`config.mk`:
```
export PLATFORM = sky130hd
export DESIGN_NAME = multi_cycle_control_flat
export DESIGN_NICKNAME = d
export VERILOG_FILES = /design/src/rtl/risc_v_pkg.sv /design/src/rtl/multi_cycle_control_if.sv /design/src/rtl/multi_cycle_output_decode.sv /design/src/rtl/multi_cycle_control.sv /design/src/flat_wrapper.sv
export SDC_FILE = /design/constraint.sdc
export NUM_CORES = 1
export LEC_CHECK = 0
export ABC_AREA = 1
export BUFFER_PORTS_ARGS = -buffer_cell sky130_fd_sc_hd__buf_2
export CORE_MARGIN = 2
export CORE_UTILIZATION = 46
export CTS_CLUSTER_DIAMETER = 120
export DETAILED_ROUTE_END_ITERATION = 7
export GPL_TIMING_DRIVEN = 0
export PLACE_DENSITY_LB_ADDON = 0.1
export SYNTH_ARGS = -nofsm -noshare
export SYNTH_HDL_FRONTEND = slang
export SYNTH_HIERARCHICAL = 1
export SYNTH_SLANG_ARGS = --single-unit
```
`constraint.sdc`:
```
create_clock -name clk -period 1.3 [get_ports clk]
set_input_delay 0.065 -clock clk [delete_from_list [all_inputs] [get_ports clk]]
set_output_delay 0.065 -clock clk [all_outputs]
set_load 0.05 [all_outputs]
```
`src/rtl/risc_v_pkg.sv`:
```
// Shared encodings for the multi-cycle RISC-V core:
// opcodes, ALU ops, mux selects, FSM states and the control word.
package risc_v_pkg;

    localparam logic [6:0] OP_R  = 7'b0110011;
    localparam logic [6:0] OP_I  = 7'b0010011;
    localparam logic [6:0] OP_LD = 7'b0000011;
    localparam logic [6:0] OP_ST = 7'b0100011;
    localparam logic [6:0] OP_U  = 7'b0110111;
    localparam logic [6:0] OP_B  = 7'b1100011;

    typedef enum logic [2:0] {
        ALU_R   = 3'b000,
        ALU_I   = 3'b001,
        ALU_ADD = 3'b010,
        ALU_U   = 3'b100,
        ALU_BR  = 3'b101
    } alu_op_e;

    typedef enum logic [1:0] {
        SRC_A_PC    = 2'b00,
        SRC_A_RS1   = 2'b01,
        SRC_A_OLDPC = 2'b10
    } src_a_e;

    typedef enum logic [1:0] {
        SRC_B_RS2  = 2'b00,
        SRC_B_FOUR = 2'b01,
        SRC_B_IMM  = 2'b10
    } src_b_e;

    typedef enum logic [3:0] {
        S_FETCH,
        S_DECODE,
        S_EXEC_R,
        S_EXEC_I,
        S_EXEC_U,
        S_ADDR,
        S_MEM_RD,
        S_MEM_WR,
        S_MEM_WB,
        S_ALU_WB,
        S_BRANCH
    } state_e;

    typedef struct packed {
        logic    pc_write;
        logic    pc_src;
        logic    iord;
        logic    ir_write;
        logic    mem_read;
        logic    mem_write;
        logic    mem_to_reg;
        logic    reg_write;
        src_a_e  alu_src_a;
        src_b_e  alu_src_b;
        alu_op_e alu_op;
        logic    branch;
        logic    instr_done;
        logic    illegal;
    } ctrl_t;

    // Unsupported opcodes map back to FETCH
    function automatic state_e decode_target(input logic [6:0] op);
        state_e s;
        case (op)
            OP_R:        s = S_EXEC_R;
            OP_I:        s = S_EXEC_I;
            OP_U:        s = S_EXEC_U;
            OP_LD, OP_ST: s = S_ADDR;
            OP_B:        s = S_BRANCH;
            default:     s = S_FETCH;
        endcase
        return s;
    endfunction

endpackage

```
`src/rtl/multi_cycle_control_if.sv`:
```
// Controller <-> datapath/memory bundle for the multi-cycle core.
interface multi_cycle_control_if;

    logic [6:0] OP_i;
    logic       Mem_Ready_i;
    logic       Zero_i;
    logic       PC_Write_o;
    logic       PC_Src_o;
    logic       IorD_o;
    logic       IR_Write_o;
    logic       Mem_Read_o;
    logic       Mem_Write_o;
    logic       Mem_to_Reg_o;
    logic       Reg_Write_o;
    logic [1:0] ALU_Src_A_o;
    logic [1:0] ALU_Src_B_o;
    logic [2:0] ALU_Op_o;
    logic       Branch_o;
    logic       Instr_Done_o;
    logic       Illegal_o;

    modport master (
        input  OP_i, Mem_Ready_i, Zero_i,
        output PC_Write_o, PC_Src_o, IorD_o, IR_Write_o,
        output Mem_Read_o, Mem_Write_o, Mem_to_Reg_o, Reg_Write_o,
        output ALU_Src_A_o, ALU_Src_B_o, ALU_Op_o,
        output Branch_o, Instr_Done_o, Illegal_o
    );

    modport slave (
        output OP_i, Mem_Ready_i, Zero_i,
        input  PC_Write_o, PC_Src_o, IorD_o, IR_Write_o,
        input  Mem_Read_o, Mem_Write_o, Mem_to_Reg_o, Reg_Write_o,
        input  ALU_Src_A_o, ALU_Src_B_o, ALU_Op_o,
        input  Branch_o, Instr_Done_o, Illegal_o
    );

endinterface

```
`src/rtl/multi_cycle_output_decode.sv`:
```
// Combinational control-word decode for each controller state.
module multi_cycle_output_decode
    import risc_v_pkg::*;
(
    input  state_e     state_i,
    input  logic       mem_ready_i,
    input  logic       zero_i,
    input  logic [6:0] op_i,
    output ctrl_t      ctrl_o
);

    always_comb begin
        ctrl_o = '0;
        unique case (state_i)
            S_FETCH: begin
                ctrl_o.mem_read  = 1'b1;
                ctrl_o.alu_src_b = SRC_B_FOUR;
                ctrl_o.alu_op    = ALU_ADD;
                ctrl_o.ir_write  = mem_ready_i;
                ctrl_o.pc_write  = mem_ready_i;
            end
            S_DECODE: begin
                ctrl_o.alu_src_a = SRC_A_OLDPC;
                ctrl_o.alu_src_b = SRC_B_IMM;
                ctrl_o.alu_op    = ALU_ADD;
                ctrl_o.illegal   = (decode_target(op_i) == S_FETCH);
            end
            S_EXEC_R: begin
                ctrl_o.alu_src_a = SRC_A_RS1;
                ctrl_o.alu_src_b = SRC_B_RS2;
                ctrl_o.alu_op    = ALU_R;
            end
            S_EXEC_I: begin
                ctrl_o.alu_src_a = SRC_A_RS1;
                ctrl_o.alu_src_b = SRC_B_IMM;
                ctrl_o.alu_op    = ALU_I;
            end
            S_EXEC_U: begin
                ctrl_o.alu_src_b = SRC_B_IMM;
                ctrl_o.alu_op    = ALU_U;
            end
            S_ADDR: begin
                ctrl_o.alu_src_a = SRC_A_RS1;
                ctrl_o.alu_src_b = SRC_B_IMM;
                ctrl_o.alu_op    = ALU_ADD;
            end
            S_MEM_RD: begin
                ctrl_o.mem_read = 1'b1;
                ctrl_o.iord     = 1'b1;
            end
            S_MEM_WR: begin
                ctrl_o.mem_write  = 1'b1;
                ctrl_o.iord       = 1'b1;
                ctrl_o.instr_done = mem_ready_i;
            end
            S_MEM_WB: begin
                ctrl_o.reg_write  = 1'b1;
                ctrl_o.mem_to_reg = 1'b1;
                ctrl_o.instr_done = 1'b1;
            end
            S_ALU_WB: begin
                ctrl_o.reg_write  = 1'b1;
                ctrl_o.instr_done = 1'b1;
            end
            S_BRANCH: begin
                ctrl_o.alu_src_a  = SRC_A_RS1;
                ctrl_o.alu_src_b  = SRC_B_RS2;
                ctrl_o.alu_op     = ALU_BR;
                ctrl_o.branch     = 1'b1;
                ctrl_o.pc_src     = 1'b1;
                ctrl_o.pc_write   = zero_i;
                ctrl_o.instr_done = 1'b1;
            end
            default: ctrl_o = '0;
        endcase
    end

endmodule

```
`src/rtl/multi_cycle_control.sv`:
```
// Multi-cycle sequencing FSM: state register, next-state logic
// and reset gating of the decoded control word.
module multi_cycle_control
    import risc_v_pkg::*;
(
    input  logic                  clk,
    input  logic                  reset,
    multi_cycle_control_if.master bus
);

    state_e state_q, state_d;
    ctrl_t  ctrl, ctrl_g;

    always_ff @(posedge clk) begin
        if (!reset) state_q <= S_FETCH;
        else        state_q <= state_d;
    end

    always_comb begin
        state_d = state_q;
        unique case (state_q)
            S_FETCH:  if (bus.Mem_Ready_i) state_d = S_DECODE;
            S_DECODE: state_d = decode_target(bus.OP_i);
            S_EXEC_R,
            S_EXEC_I,
            S_EXEC_U: state_d = S_ALU_WB;
            S_ADDR:   state_d = (bus.OP_i == OP_LD) ? S_MEM_RD : S_MEM_WR;
            S_MEM_RD: if (bus.Mem_Ready_i) state_d = S_MEM_WB;
            S_MEM_WR: if (bus.Mem_Ready_i) state_d = S_FETCH;
            S_MEM_WB,
            S_ALU_WB,
            S_BRANCH: state_d = S_FETCH;
            default:  state_d = S_FETCH;
        endcase
    end

    multi_cycle_output_decode u_decode (
        .state_i     (state_q),
        .mem_ready_i (bus.Mem_Ready_i),
        .zero_i      (bus.Zero_i),
        .op_i        (bus.OP_i),
        .ctrl_o      (ctrl)
    );

    // Reset silences every strobe immediately, even mid-access
    always_comb begin
        ctrl_g = '0;
        if (reset) ctrl_g = ctrl;
    end

    assign bus.PC_Write_o   = ctrl_g.pc_write;
    assign bus.PC_Src_o     = ctrl_g.pc_src;
    assign bus.IorD_o       = ctrl_g.iord;
    assign bus.IR_Write_o   = ctrl_g.ir_write;
    assign bus.Mem_Read_o   = ctrl_g.mem_read;
    assign bus.Mem_Write_o  = ctrl_g.mem_write;
    assign bus.Mem_to_Reg_o = ctrl_g.mem_to_reg;
    assign bus.Reg_Write_o  = ctrl_g.reg_write;
    assign bus.ALU_Src_A_o  = ctrl_g.alu_src_a;
    assign bus.ALU_Src_B_o  = ctrl_g.alu_src_b;
    assign bus.ALU_Op_o     = ctrl_g.alu_op;
    assign bus.Branch_o     = ctrl_g.branch;
    assign bus.Instr_Done_o = ctrl_g.instr_done;
    assign bus.Illegal_o    = ctrl_g.illegal;

endmodule

```
`src/flat_wrapper.sv`:
```
// flat-port wrapper written by rule: the top's interface ports become plain ports
module multi_cycle_control_flat import risc_v_pkg::*;
  (clk, reset, bus_OP_i, bus_Mem_Ready_i, bus_Zero_i, bus_PC_Write_o, bus_PC_Src_o, bus_IorD_o, bus_IR_Write_o, bus_Mem_Read_o, bus_Mem_Write_o, bus_Mem_to_Reg_o, bus_Reg_Write_o, bus_ALU_Src_A_o, bus_ALU_Src_B_o, bus_ALU_Op_o, bus_Branch_o, bus_Instr_Done_o, bus_Illegal_o);
  multi_cycle_control_if bus_i ();
  input  logic clk;
  input  logic reset;
  input wire logic [$bits(bus_i.OP_i)-1:0] bus_OP_i;
  input wire logic [$bits(bus_i.Mem_Ready_i)-1:0] bus_Mem_Ready_i;
  input wire logic [$bits(bus_i.Zero_i)-1:0] bus_Zero_i;
  output wire logic [$bits(bus_i.PC_Write_o)-1:0] bus_PC_Write_o;
  output wire logic [$bits(bus_i.PC_Src_o)-1:0] bus_PC_Src_o;
  output wire logic [$bits(bus_i.IorD_o)-1:0] bus_IorD_o;
  output wire logic [$bits(bus_i.IR_Write_o)-1:0] bus_IR_Write_o;
  output wire logic [$bits(bus_i.Mem_Read_o)-1:0] bus_Mem_Read_o;
  output wire logic [$bits(bus_i.Mem_Write_o)-1:0] bus_Mem_Write_o;
  output wire logic [$bits(bus_i.Mem_to_Reg_o)-1:0] bus_Mem_to_Reg_o;
  output wire logic [$bits(bus_i.Reg_Write_o)-1:0] bus_Reg_Write_o;
  output wire logic [$bits(bus_i.ALU_Src_A_o)-1:0] bus_ALU_Src_A_o;
  output wire logic [$bits(bus_i.ALU_Src_B_o)-1:0] bus_ALU_Src_B_o;
  output wire logic [$bits(bus_i.ALU_Op_o)-1:0] bus_ALU_Op_o;
  output wire logic [$bits(bus_i.Branch_o)-1:0] bus_Branch_o;
  output wire logic [$bits(bus_i.Instr_Done_o)-1:0] bus_Instr_Done_o;
  output wire logic [$bits(bus_i.Illegal_o)-1:0] bus_Illegal_o;
  assign bus_i.OP_i = bus_OP_i;
  assign bus_i.Mem_Ready_i = bus_Mem_Ready_i;
  assign bus_i.Zero_i = bus_Zero_i;
  assign bus_PC_Write_o = bus_i.PC_Write_o;
  assign bus_PC_Src_o = bus_i.PC_Src_o;
  assign bus_IorD_o = bus_i.IorD_o;
  assign bus_IR_Write_o = bus_i.IR_Write_o;
  assign bus_Mem_Read_o = bus_i.Mem_Read_o;
  assign bus_Mem_Write_o = bus_i.Mem_Write_o;
  assign bus_Mem_to_Reg_o = bus_i.Mem_to_Reg_o;
  assign bus_Reg_Write_o = bus_i.Reg_Write_o;
  assign bus_ALU_Src_A_o = bus_i.ALU_Src_A_o;
  assign bus_ALU_Src_B_o = bus_i.ALU_Src_B_o;
  assign bus_ALU_Op_o = bus_i.ALU_Op_o;
  assign bus_Branch_o = bus_i.Branch_o;
  assign bus_Instr_Done_o = bus_i.Instr_Done_o;
  assign bus_Illegal_o = bus_i.Illegal_o;
  multi_cycle_control u_core (.clk(clk), .reset(reset), .bus(bus_i));
endmodule
```
# Word level (Yosys, flattened, before mapping)

Index checks and enable logic that the tools add are counted.

Output and inout port bits: 18
Register bits after elaboration: 4
Word-level logic and storage cells: 51
Bits of input ports: 11

Reduce and logical (&&, ||, !) cells: 11
Equality and inequality tests: 19
Multiplexer cells: 20

Operators by type and width:

| operator                                                               | number |
|---|---|
| 5-bit one-hot mux with 5 select lines                                  | 1 |
| 4-bit one-hot mux with 6 select lines                                  | 1 |
| 7-bit by 6-bit equality test with 1-bit output (second input constant) | 3 |
| 4-bit one-hot mux with 5 select lines                                  | 1 |
| 18-bit two-way mux                                                     | 1 |
| 4-bit by 3-bit equality test with 1-bit output (second input constant) | 4 |
| 4-bit two-way mux                                                      | 4 |
| 4-bit equality test (second input constant)                            | 3 |
| 2-bit OR reduction                                                     | 5 |
| 1-bit two-way mux                                                      | 9 |
| 4-bit by 2-bit equality test with 1-bit output (second input constant) | 2 |
| 4-bit zero test                                                        | 2 |
| 7-bit by 2-bit equality test with 1-bit output (second input constant) | 1 |
| 7-bit by 5-bit equality test with 1-bit output (second input constant) | 1 |
| 7-bit equality test (second input constant)                            | 1 |
| 2-bit != test (second input constant)                                  | 3 |
| 3-bit OR reduction                                                     | 2 |
| 4-bit by 1-bit equality test with 1-bit output (second input constant) | 1 |
| 1-bit one-hot mux with 2 select lines                                  | 2 |
| 2-bit one-hot mux with 2 select lines                                  | 1 |
| 4-bit OR reduction                                                     | 1 |
| 3-bit AND reduction                                                    | 1 |

# Longest topological paths before layout

Depth in word-level cells: 7
Mapped depth: 10
Gate-level depth less buffers: 10

# Cells and area by module

Netlist, hierarchy kept.

Modules (own cells, without submodules):

| module                    | sequential area each (um^2) | cells each | times used | area an instance (um^2) |
|---|---|---|---|---|
| multi_cycle_control       | 80.1                        | 95         | 1          | 475.5 |
| multi_cycle_output_decode | 0.0                         | 52         | 1          | 214.0 |

# Worst setup path after synthesis

No wires, ideal clock.

Path type: register to output
From: reg u_core.state_q[1]
To: out bus_PC_Write_o
Path buffers: 0
Setup slack: -0.004 ns
Arrival: 1.239 ns
Stages on the path, launching flop included: 7
Data required time: 1.235 ns
Cells stage by stage: dfxtp_1 > nand2_1 > nor2_2 > nand2_1 > nand2_1 > nand2_1 > inv_1

RTL lines:

| element                | RTL line                  | source |
|---|---|---|
| from (decl)            | multi_cycle_control.sv:11 | `state_e state_q, state_d;` |
| from (signal assigned) | multi_cycle_control.sv:16 | `else state_q <= state_d;` |
| to (decl)              | flat_wrapper.sv:10        | `output wire logic [$bits(bus_i.PC_Write_o)-1:0] bus_PC_Write_o;` |

==> qor.tcl <==
set qor(drt.antenna.violating_nets) 0
set qor(final-instance-count-excl-fill) 199
set qor(synth_sequential_area_ratio) 0.116
set qor(grt_first_pass_wirelength_um) 3730
set qor(p_total_mw) 0.582
set qor(final_core_utilization) 0.896
set qor(endpoint_kind) {output port}
set qor(fp.dieH_um) 42.7
set qor(share_seq_of_total_power) 0.221
set qor(worst-endpoint-required_ns) 1.24
set qor(place_inst) 190
set qor(cts-buffers-inserted) 3
set qor(path_class) {reg2out}
set qor(registers.top_by_ff_count) {u_core/state_q}
set qor(synthesis.area_per_instance_um2) 4.69
set qor(port_buffers) 28
set qor(max_freq_mhz) 663
set qor(root_buffer) {clkbuf_4}
set qor(grt_pass1_vias) 919
set qor(floorplan.die.width_um) 42.7
set qor(finalSetupTns_ns) -1.97
set qor(postRouteWirelength_um) 2990
set qor(r2r.worst_path.cells) 7
set qor(pwr_per_cell_area_nw_per_um2) 481
set qor(start_util) 0.511
set qor(synth.lib_cells_used.distinct) 20
set qor(multi_input_area_um2) 534
set qor(count_of_fill_cells_added_during_filler_insertion) 70
set qor(failed_checks) {negative setup slack}
set qor(maxCapViolCount) 0
set qor(cts.path.max_buffers) 2
set qor(clk_latency_ns) 0.24
set qor(routabilityCongestion) 0.810
set qor(yosysWarningCount) 6
set qor(setup_slack_ns) -0.209
set qor(grt_max_degree) 11
set qor(status) {complete, but fails checks}
set qor(grt_overflow) 0
set qor(largest_register_ffs) 4
set qor(worst_r2r_endpoint) {u_core/state_q[3]}
set qor(ys_ff_latch) 4
set qor(clockPowerShare) 0.266
set qor(area_growth_pct) 75.5
set qor(net_count_after_synthesis) 158
set qor(end_point_of_the_critical_path) {bus_ALU_Op_o[1]}
set qor(synthesis.area_um2) 689
set qor(switching_power_mw) 0.254
set qor(ctsHoldBuffers) 0
set qor(timing_worst_slew_pin_value_ns) 0.517
set qor(setup-violations-final) 18
set qor(tritoncts) {yes}
set qor(antenna_found_initial) 0
set qor(fin_crit_sh) 1.16
set qor(crit_path_max_fanout) 4
set qor(post-dp-hpwl_um) 1290
set qor(layout.nets) 197
set qor(p_int_mw) 0.328
set qor(detail_route.first_pass.iterations) 5
set qor(grt_usage) 0.262
set qor(drive_gt1_frac) 0.462
set qor(skew_ns) 0.00720
set qor(post-route-drc-count) 0
set qor(minimum_period_implied_by_the_final_worst_setup_slack_ns) 1.51
set qor(swShare) 0.436
set qor(power.combinational.fraction) 0.513
set qor(report.final.slew_viol_count) 0
set qor(cellLeakagePower_nw) 0.748
set qor(numClockSinks) 4
set qor(unrepaired_setup_endpoints_after_global_routing) {true}
set qor(n_antenna_cell) 0
set qor(holdCritPathClass) {in2reg}
set qor(core_area_um2) 1350
set qor(synth_cells) 147
set qor(vdd_drop_max_uv) 455
set qor(drt_first_iter_violations) 80
set qor(layout_top_registers) {u_core/state_q: 4 flops}
set qor(critical_path.reg2reg.startpoint) {u_core/state_q[2]}
set qor(fp-row-count) 13
set qor(wire_per_inst_um) 15.0
set qor(worstSetupStartpointType) {flop}
set qor(clk_pin_slew_worst_paths_ns) 0.04
set qor(ff_latch_area_um2) 95.1
set qor(design.die.area_um2) 1820
set qor(rrSetupSlack_ns) -0.06
set qor(relSlewSlack) 0.655
set qor(final-hold-violation-count) 0
set qor(ios) 29
set qor(cp_data_arrival_time_ns) 1.44
set qor(vias) 1124
set qor(vias_per_cell) 5.65
set qor(crit_path_start) {u_core/state_q[0]}
set qor(cts-htree-levels) 1
## through the flow
stage                     setup WS (ns)  hold WS (ns)  instance area [µm²]
after floorplan                 0.00245         0.205                  697
after global placement           -0.196         0.332                  856
after detailed placement         -0.198         0.342                  856
after CTS                       -0.0951        0.0884                 1090
after global routing             -0.247         0.106                 1210
final                            -0.209        0.0924                 1210
## cells in the mapped netlist, drive strengths merged
| library cell | number | area share |
|---|---|---|
| o211ai | 2 | 0.022 |
| nor2 | 15 | 0.10 |
| inv | 47 | 0.26 |
| nand3 | 12 | 0.087 |
| o221ai | 1 | 0.013 |
| nand4 | 1 | 0.0091 |
| nor3 | 3 | 0.029 |
| dfxtp | 4 | 0.12 |
| o21ai | 3 | 0.022 |
| nand2 | 53 | 0.29 |
| o22ai | 1 | 0.0091 |
| clkbuf | 2 | 0.011 |
| buf | 1 | 0.011 |
| a21oi | 2 | 0.020 |
## power by group through the flow
stage	logic, mW	registers [mW]	clock network [mW]
floorplan	0.152	0.133	0
global placement	0.200	0.134	0
detailed placement	0.204	0.134	0
CTS	0.249	0.127	0.159
global route	0.312	0.129	0.169
finish	0.299	0.128	0.155
## layout make-up
class | count | area share
Inverter | 47 | 0.164
Clock buffer | 3 | 0.0186
Buffer | 3 | 0.0155
Multi-Input combinational cell | 93 | 0.442
Sequential cell | 4 | 0.0786
Timing Repair Buffer | 34 | 0.266
Tap cell | 15 | 0.0155
## layout by cell type (no fill, tap or decap), types with 3 or more instances in the layout
cell type and instances:
nand2_2 7, dfxtp_4 4, nor2_4 6, nand3_1 10, buf_8 6, buf_4 4
buf_2 11, nor2_1 6, clkbuf_4 3, inv_1 30, nand2_1 42, inv_4 3
nor2_2 3, inv_2 11, nand2_4 3, buf_6 14
## worst max-delay path: stages (launching register included)
cell and delay, ns:
dfxtp_4 0.37, nor2_4 0.13, inv_2 0.07, nor2_4 0.13, inv_2 0.06, nand2_1 0.06, nand2_1 0.07, inv_1 0.14
buf_6 0.17
## how the worst min path moves through the flow
stage | cells past startpoint | end | slack, ns | startpoint
floorplan | 2 | u_core/state_q[0] | 0.21 | reset
global placement | 3 | u_core/state_q[3] | 0.33 | reset
detailed placement | 3 | u_core/state_q[0] | 0.34 | reset
CTS | 3 | u_core/state_q[0] | 0.09 | reset
global route | 3 | u_core/state_q[0] | 0.11 | reset
finish | 3 | u_core/state_q[0] | 0.09 | reset
## layer usage
metal  track usage  part of all wire  wire, µm
met3        0.0383             0.087       259
met5             0                 0         0
met2         0.494              0.49      1480
met4        0.0875             0.054       162
met1         0.292              0.36      1090
## repair_timing
item | 4_1_cts | 5_1_grt
setup buffers | 3 | 3
endpoints found under the setup margin | 18 | 20
gates resized for setup | 67 | 36
gates cloned | 0 | 0
pin swaps | 5 | 8
## cell families (layout without fill, tap and decap cells)
logic type | Yosys count | count (layout) | synth area share
AND/OR/NAND/NOR | 84 | 84 | 0.521
buffers and inverters | 50 | 87 | 0.278
AO/OA/AOI/OAI | 9 | 9 | 0.0853
flip-flops | 4 | 4 | 0.116
Power figures use the tool's default switching activity.
